**config.mk**
```make
export PLATFORM = sky130hd
export DESIGN_NAME = move_collector
export DESIGN_NICKNAME = d
export VERILOG_FILES = /design/src/rtl/move_collector.sv
export SDC_FILE = /design/constraint.sdc
export NUM_CORES = 1
export LEC_CHECK = 0
export ABC_AREA = 0
export CORE_MARGIN = 2
export CORE_UTILIZATION = 27
export DETAILED_ROUTE_END_ITERATION = 10
export PLACE_DENSITY_LB_ADDON = 0.08
export SYNTH_ARGS = -nofsm -noshare
export SYNTH_HDL_FRONTEND = slang
export SYNTH_SLANG_ARGS = --single-unit
```
**constraint.sdc**
```tcl
create_clock -name clk -period 6.2 [get_ports clk]
set_input_delay 0.62 -clock clk [delete_from_list [all_inputs] [get_ports clk]]
set_output_delay 0.62 -clock clk [all_outputs]
set_load 0.01 [all_outputs]
```
**src/rtl/move_collector.sv**
```systemverilog
// Move collector: snapshots one square's move registers on request and
// streams every nonzero move word out as a record, lowest slot first,
// under a valid/ready handshake.
module move_collector #(
  parameter bit KNIGHT_EN = 1'b1
) (
  input  logic        clk,
  input  logic        rst,
  input  logic        start,
  input  logic [5:0]  pos_in,
  input  logic [87:0] slide_in,
  input  logic [63:0] knight_in,
  input  logic        m_ready,
  output logic        m_valid,
  output logic [21:0] m_data,
  output logic        busy,
  output logic        done,
  output logic [4:0]  move_count
);

  typedef enum logic [1:0] {IDLE, SCAN, HOLD, DONE} state_t;

  state_t      state_q;
  logic [15:0] pending_q;
  logic [87:0] slideSnap_q;
  logic [63:0] knightSnap_q;
  logic [5:0]  posSnap_q;
  logic        mValid_q;
  logic [21:0] mData_q;
  logic        busy_q;
  logic        done_q;
  logic [4:0]  moveCount_q;

  logic [15:0] pendingInit_d;
  logic [3:0]  selSlot_d;
  logic [10:0] selPayload_d;
  logic [21:0] selRecord_d;
  logic [15:0] pendingNext_d;

  // One pending bit per nonzero word of the live inputs; knight slots are
  // dropped entirely when knights are disabled.
  always_comb begin
    pendingInit_d = '0;
    for (int k = 0; k < 8; k++) begin
      pendingInit_d[k]     = |slide_in[11*k +: 11];
      pendingInit_d[8 + k] = KNIGHT_EN & (|knight_in[8*k +: 8]);
    end
  end

  // Pick the lowest pending slot, build its record from the snapshot and
  // form the pending mask with that slot retired.
  always_comb begin
    selSlot_d = '0;
    for (int k = 15; k >= 0; k--) begin
      if (pending_q[k]) selSlot_d = 4'(k);
    end
    selPayload_d = '0;
    for (int k = 0; k < 8; k++) begin
      if (selSlot_d == 4'(k))     selPayload_d = slideSnap_q[11*k +: 11];
      if (selSlot_d == 4'(8 + k)) selPayload_d = {3'b000, knightSnap_q[8*k +: 8]};
    end
    selRecord_d   = {selSlot_d, selSlot_d[3], selPayload_d, posSnap_q};
    pendingNext_d = pending_q & ~(16'd1 << selSlot_d);
  end

  // Collection FSM: snapshot on start, scan for the first record, hand
  // records off one per accepted cycle, then pulse done and return to idle.
  always_ff @(posedge clk) begin
    if (rst) begin
      state_q      <= IDLE;
      pending_q    <= '0;
      slideSnap_q  <= '0;
      knightSnap_q <= '0;
      posSnap_q    <= '0;
      mValid_q     <= 1'b0;
      mData_q      <= '0;
      busy_q       <= 1'b0;
      done_q       <= 1'b0;
      moveCount_q  <= '0;
    end else begin
      case (state_q)
        IDLE: begin
          if (start) begin
            slideSnap_q  <= slide_in;
            knightSnap_q <= knight_in;
            posSnap_q    <= pos_in;
            pending_q    <= pendingInit_d;
            moveCount_q  <= '0;
            busy_q       <= 1'b1;
            state_q      <= SCAN;
          end
        end
        SCAN: begin
          if (pending_q == '0) begin
            done_q  <= 1'b1;
            state_q <= DONE;
          end else begin
            mData_q   <= selRecord_d;
            mValid_q  <= 1'b1;
            pending_q <= pendingNext_d;
            state_q   <= HOLD;
          end
        end
        HOLD: begin
          if (m_ready) begin
            moveCount_q <= moveCount_q + 5'd1;
            if (pending_q != '0) begin
              mData_q   <= selRecord_d;
              pending_q <= pendingNext_d;
            end else begin
              mValid_q <= 1'b0;
              done_q   <= 1'b1;
              state_q  <= DONE;
            end
          end
        end
        DONE: begin
          done_q  <= 1'b0;
          busy_q  <= 1'b0;
          state_q <= IDLE;
        end
        default: state_q <= IDLE;
      endcase
    end
  end

  assign m_valid    = mValid_q;
  assign m_data     = mData_q;
  assign busy       = busy_q;
  assign done       = done_q;
  assign move_count = moveCount_q;

endmodule

```
== Yosys cells after proc, flatten, opt, wreduce, memory -nomap -nowiden ==
Cells that the tools add are included.

* Shift-type cells: 1
* $add $sub $neg: 1
* Equality and inequality tests: 24
* Mux-type cells: 59
* Bitwise logic cells: 2
* Reductions and logical operators: 33

{| class="wikitable"
|+ Operators with widths
! operator !! number
|-
| $mux W11 || 16
|-
| $reduce_or A11 Y1 || 8
|-
| $mux W22 || 3
|-
| $mux W16 || 4
|-
| $mux W4 || 16
|-
| $reduce_or A8 Y1 || 8
|-
| $pmux W16 S3 || 1
|-
| $pmux W22 S2 || 1
|-
| $eq A4 B4 Y1 const B || 8
|-
| $and A16 B16 Y16 || 1
|-
| $eq A4 B3 Y1 const B || 4
|-
| $logic_not A16 Y1 || 1
|-
| $not A16 Y16 || 1
|-
| $reduce_bool A16 Y1 || 1
|-
| $shl A1 B4 Y16 const A || 1
|-
| $ne A2 B2 Y1 const B || 6
|-
| $reduce_and A4 Y1 || 3
|-
| $mux W5 || 2
|-
| $pmux W5 S2 || 1
|-
| $eq A4 B2 Y1 const B || 2
|-
| $mux W1 || 8
|-
| $pmux W2 S4 || 1
|-
| $mux W2 || 3
|-
| $reduce_and A3 Y1 || 2
|-
| 12 further kinds || 18
|}

* Register bits after elaboration: 206
* Output and inout port bits: 30

== Longest topological paths before layout ==
* Word-level depth: 36
* Mapped depth: 13
* Mapped depth without buffers: 10

== Worst setup path before layout ==
OpenSTA, ideal clock, no wires.

* Kind: register to register
* Start point: register pending_q[11]
* End point: register mData_q[8], in the netlist m_data[8]
* Data required time: 6.083 ns
* Data arrival time: 2.348 ns
* Stages on the path, launching flop included: 10
* Period minus slack after synthesis: 2.465 ns
* Slack: 3.735 ns
* Buffers on the path: 1
* Cell sequence: dfxtp_1 -> nor2_1 -> a221o_1 -> a211o_1 -> o21ai_1 -> buf_2 -> mux2_2 -> a221oi_1 -> nand3_1 -> a22o_1

* Word-level cells in the longest chain between the ends: 32

{| class="wikitable"
|+ Ends and longest elaborated chain
! what !! RTL line !! RTL
|-
| start, declared || 24 || <nowiki>logic [15:0] pending_q;</nowiki>
|-
| start signal, assigned || 87 || <nowiki>pending_q <= pendingInit_d;</nowiki>
|-
| start signal, assigned || 100 || <nowiki>pending_q <= pendingNext_d;</nowiki>
|-
| start signal, assigned || 109 || <nowiki>pending_q <= pendingNext_d;</nowiki>
|-
| $mux W4 (12 in a row) || 55 || <nowiki>if (pending_q[k]) selSlot_d = 4'(k);</nowiki>
|-
| $logic_not A4 Y1 || 59 || <nowiki>if (selSlot_d == 4'(k)) selPayload_d = slideSnap_q[11*k +: 11];</nowiki>
|-
| $mux W11 || 59 ||
|-
| $mux W11 || 60 || <nowiki>if (selSlot_d == 4'(8 + k)) selPayload_d = {3'b000, knightSnap_q[8*k +: 8]};</nowiki>
|-
| $mux W11 || 59 ||
|-
| $mux W11 || 60 ||
|-
| $mux W11 || 59 ||
|-
| $mux W11 || 60 ||
|-
| (+5 left out) || -- ||
|-
| $mux W11 || 60 ||
|-
| $mux W11 || 59 ||
|-
| $mux W11 || 60 ||
|-
| $mux W11 || 59 ||
|-
| $mux W11 || 60 ||
|-
| $mux W22 || 107 || <nowiki>if (pending_q != '0) begin</nowiki>
|-
| $mux W22 || 105 || <nowiki>if (m_ready) begin</nowiki>
|-
| $pmux W22 S2 || 81 || <nowiki>case (state_q)</nowiki>
|-
| end signal, assigned || 98 || <nowiki>mData_q <= selRecord_d;</nowiki>
|-
| end signal, assigned || 108 || <nowiki>mData_q <= selRecord_d;</nowiki>
|-
| end, declared || 29 || <nowiki>logic [21:0] mData_q;</nowiki>
|}

Parallel ways exist; a longest one is shown, timed or not. The select of a mux whose other input is x is not followed.
A chain may end at the register's enable or synchronous reset.

== Worst setup path in the final report ==
* Start point: register pending_q[4]
* End point: register pending_q[12]

* Word-level cells in the longest chain between the ends: 11

{| class="wikitable"
|+ Ends and longest elaborated chain
! what !! RTL line !! RTL
|-
| $mux W4 (5 in a row) || 55 ||
|-
| $shl A1 B4 Y16 || 63 || <nowiki>pendingNext_d = pending_q & ~(16'd1 << selSlot_d);</nowiki>
|-
| $not A16 Y16 || 63 ||
|-
| $and A16 B16 Y16 || 63 ||
|-
| $mux W16 || 107 ||
|-
| $mux W16 || 105 ||
|-
| $pmux W16 S3 || 81 ||
|}

Parallel ways exist; a longest one is shown, timed or not. The select of a mux whose other input is x is not followed.

==> flow_metrics.tcl <==
set metrics [dict create \
    drt-wirelength-per-cell_um 20.9 \
    p_leak_nw 4.45 \
    fmax_mhz 272 \
    numCtsBuffers 24 \
    pin_count 192 \
    fin_nets 1568 \
    ant_nets 0 \
    clk_latency_ns 0.52 \
    via_per_inst 5.14 \
    die_y_um 191 \
    post_cts_buffers 0 \
    ctsRootBufferMaster "clkbuf_16" \
    cts_hold_buf 0 \
    reg2reg_slack_ns 2.52 \
    critPathMaxFanout 17 \
    routed_wl_um 39200 \
    drive_above_1_share 0.0487 \
    rr_endpoint "pending_q[12]$_SDFFE_PP0P_" \
    htreeDepth 1 \
    min_from "posSnap_q[2]$_SDFFE_PP0P_" \
    final_cells 1872 \
    setup_tns_ns 0 \
    synth-seq-cells 205 \
    final_hold_viol_count 0 \
    worst_pin_slew_ns 1.28 \
    setup.worst_path.start_class "register" \
    fin_skew_ns 0.00853 \
    r2r_cells 8 \
    synth_area_mm2 0.00946 \
    clockBufferDepth 3 \
    crit_arrival_ns 4.06 \
    synthDistinctLibCells 72 \
    rsz0062_at_grt "false" \
    synth-seq-area-share 0.434 \
    rr_startpoint "pending_q[4]$_SDFFE_PP0P_" \
    placed_cells 1830 \
    crit_type "register to register" \
    cts_tree "done" \
    ys.flop_type "dfxtp_1" \
    postSynthCellCount 1258 \
    async_flop_share 0 \
    grt.total_usage 0.211 \
    maxSlewHeadroom 0.146 \
    vias 9623 \
    end_kind "register" \
    dieArea_mm2 0.0366 \
    coreArea_mm2 0.0345 \
    min_period_ns 3.68 \
    grt_pass1_vias 9326 \
    drt-pass1-iter-count 6 \
    slew_violations 0 \
    crit_start "pending_q[4]$_SDFFE_PP0P_" \
    dp_hpwl_um 29200 \
    clock_sinks 205 \
    post-route-period-util 0.593 \
    first_iter_violations 741 \
    grt-ovfl-total 0 \
    min_to "m_data[2]$_SDFFE_PP0P_" \
    grt_pass1_wl_um 58500 \
    syn_area_per_cell_um2 7.52 \
    rows 68 \
    diodes 0 \
    power_density_mw_per_mm2 500 \
    yosysWarnings 0 \
    maxCapViolCount 0 \
    cts_resized 0 \
    synth_enable_flop_cells 0 \
    hold_path_class "register to register" \
    grt_max_degree 85 \
    ir_drop_mv 0.270 \
    synth_nets 1425 \
    required_ns 6.58 \
    pre_cts_ws_ns 2.48 \
    portBuffers 191 \
    clkTransAtPathRegs_ns 0.06 \
    antenna_found_initial 0 \
    fp.dieW_um 191 \
    route.detailed.drc 0 \
    layout_setup_ws_ns 2.52 \
    areaGrowthSynthToFinish_pct 32.1 \
    setup_viol 0 \
    status "finished clean" \
    start_util 0.274 \
    hold_depth 2 \
    place_congestion 0.897 \
]
## synthesized netlist by cell type (all sizes together) (3+ instances only)
cell     number  area, um^2
clkbuf       64         240
a2bb2oi       4        35.0
o31ai         3        22.5
a311oi        3        26.3
a221o         5        50.1
a221oi       12         105
nor3         16        85.1
nand2       368        1380
ha            5        62.6
nand3        19        95.1
a211oi       20         163
or2           4        25.0
nor2         69         259
nor2b         4        25.0
a21boi        4        33.8
a32oi         3        26.3
buf          19        96.3
o2bb2ai       3        26.3
o21ai        41         205
and2          4        25.0
nand4         7        43.8
o221ai        5        43.8
a21oi       222        1130
a22o          4        35.0
nor4         40         299
xor2          3        26.3
a2111oi       3        46.3
nand2b        6        37.5
o22ai         8        50.1
and3          7        43.8
o211ai        8        60.1
o21a          3        22.5
a21o         12        90.1
mux2          3        33.8
mux2i        11         110
dfxtp       205        4100
a31oi         7        43.8
inv          12        45.0
## worst max-delay path, cell delays in order, from the launching register on
cell and delay, ns:
dfxtp_1 0.42, nor4_4 0.64, nand4_1 0.37, o21ai_1 0.22, buf_4 0.28, or2_1 1.00
a21oi_1 0.31, a21oi_1 0.23, nor2_1 0.05
## placed cells by master, fill, tap and decap left out, drive strengths merged, types with 6 or more instances in the layout
cell	Yosys	layout
nor3	16	16
o211ai	8	8
o21ai	41	41
a211oi	20	20
clkbuf	64	36
nand2	368	368
nor4	40	40
nand3	19	19
clkdlybuf4s50	0	190
a221oi	12	12
a21o	12	12
dfxtp	205	205
o22ai	8	8
nor2	69	69
inv	12	12
a31oi	7	7
nand4	7	7
buf	19	10
and3	7	7
nand2b	6	6
a21oi	222	222
mux2i	11	11
## flip-flops by register name, indices dropped and copies added, names as in the netlist
| signal | cells |
|---|---|
| slideSnap_q | 88 |
| knightSnap_q | 64 |
| m_data | 21 |
| pending_q | 16 |
| posSnap_q | 6 |
| move_count | 5 |
| state_q | 2 |
| busy | 1 |
| done | 1 |
| m_valid | 1 |
## report_power, final
| part | switching [W] | internal, W | leakage (nW) |
|---|---|---|---|
| clock | 0.000560 | 0.000886 | 0.387 |
| combinational | 0.00190 | 0.000979 | 2.38 |
| sequential | 0.000310 | 0.00162 | 1.68 |
## cell families after synthesis
kind of cell               after synthesis  synth area share
DFF                                    205             0.434
muxes                                   14            0.0152
buffers and inverters                   95            0.0403
xor gates and xnor gates                 3           0.00278
AOI/OAI and AO/OA                      387             0.250
adders and majority gates                5           0.00661
and+or+nand+nor                        549             0.251
## how the worst max path moves through the flow
| stage | slack, ns | to | cells after the start |
|---|---|---|---|
| floorplan | 3.74 | m_data[8]$_SDFFE_PP0P_ | 9 |
| global placement | 2.38 | m_data[7]$_SDFFE_PP0P_ | 9 |
| detailed placement | 2.48 | pending_q[12]$_SDFFE_PP0P_ | 10 |
| CTS | 2.57 | pending_q[12]$_SDFFE_PP0P_ | 8 |
| global route | 2.30 | pending_q[12]$_SDFFE_PP0P_ | 8 |
| finish | 2.52 | pending_q[12]$_SDFFE_PP0P_ | 8 |
## routing by layer
metal	wire, um	vias up	share of wire	global-route usage
li1	-	4723	-	-
met1	18800	4548	0.48	0.302
met2	17200	292	0.44	0.327
met3	2220	60	0.057	0.0334
met4	1050	0	0.027	0.0547
met5	0	-	0	0
## final cells by class
type                       count  area (um^2)
clock buffer                  36          687
clock inverter                 6          109
fill                        3725        22000
inverter                      12         45.0
multi-input combinational    958         5000
sequential                   205         4100
tap                          455          569
timing repair buffer         200         1990
## per-stage QoR
| step | instance area [um^2] | hold slack, ns | util | total power (W) |
|---|---|---|---|---|
| after floorplan | 9460 | 0.432 | - | 0.00367 |
| after global routing | 12500 | 0.472 | 0.362 | 0.00663 |
| final | 12500 | 0.448 | 0.362 | 0.00626 |
| after global placement | 11700 | 0.438 | 0.339 | 0.00481 |
| after CTS | 12500 | 0.450 | 0.362 | 0.00628 |
| after detailed placement | 11700 | 0.443 | 0.339 | 0.00481 |
Note: power is estimated with default switching activity, not from simulation.
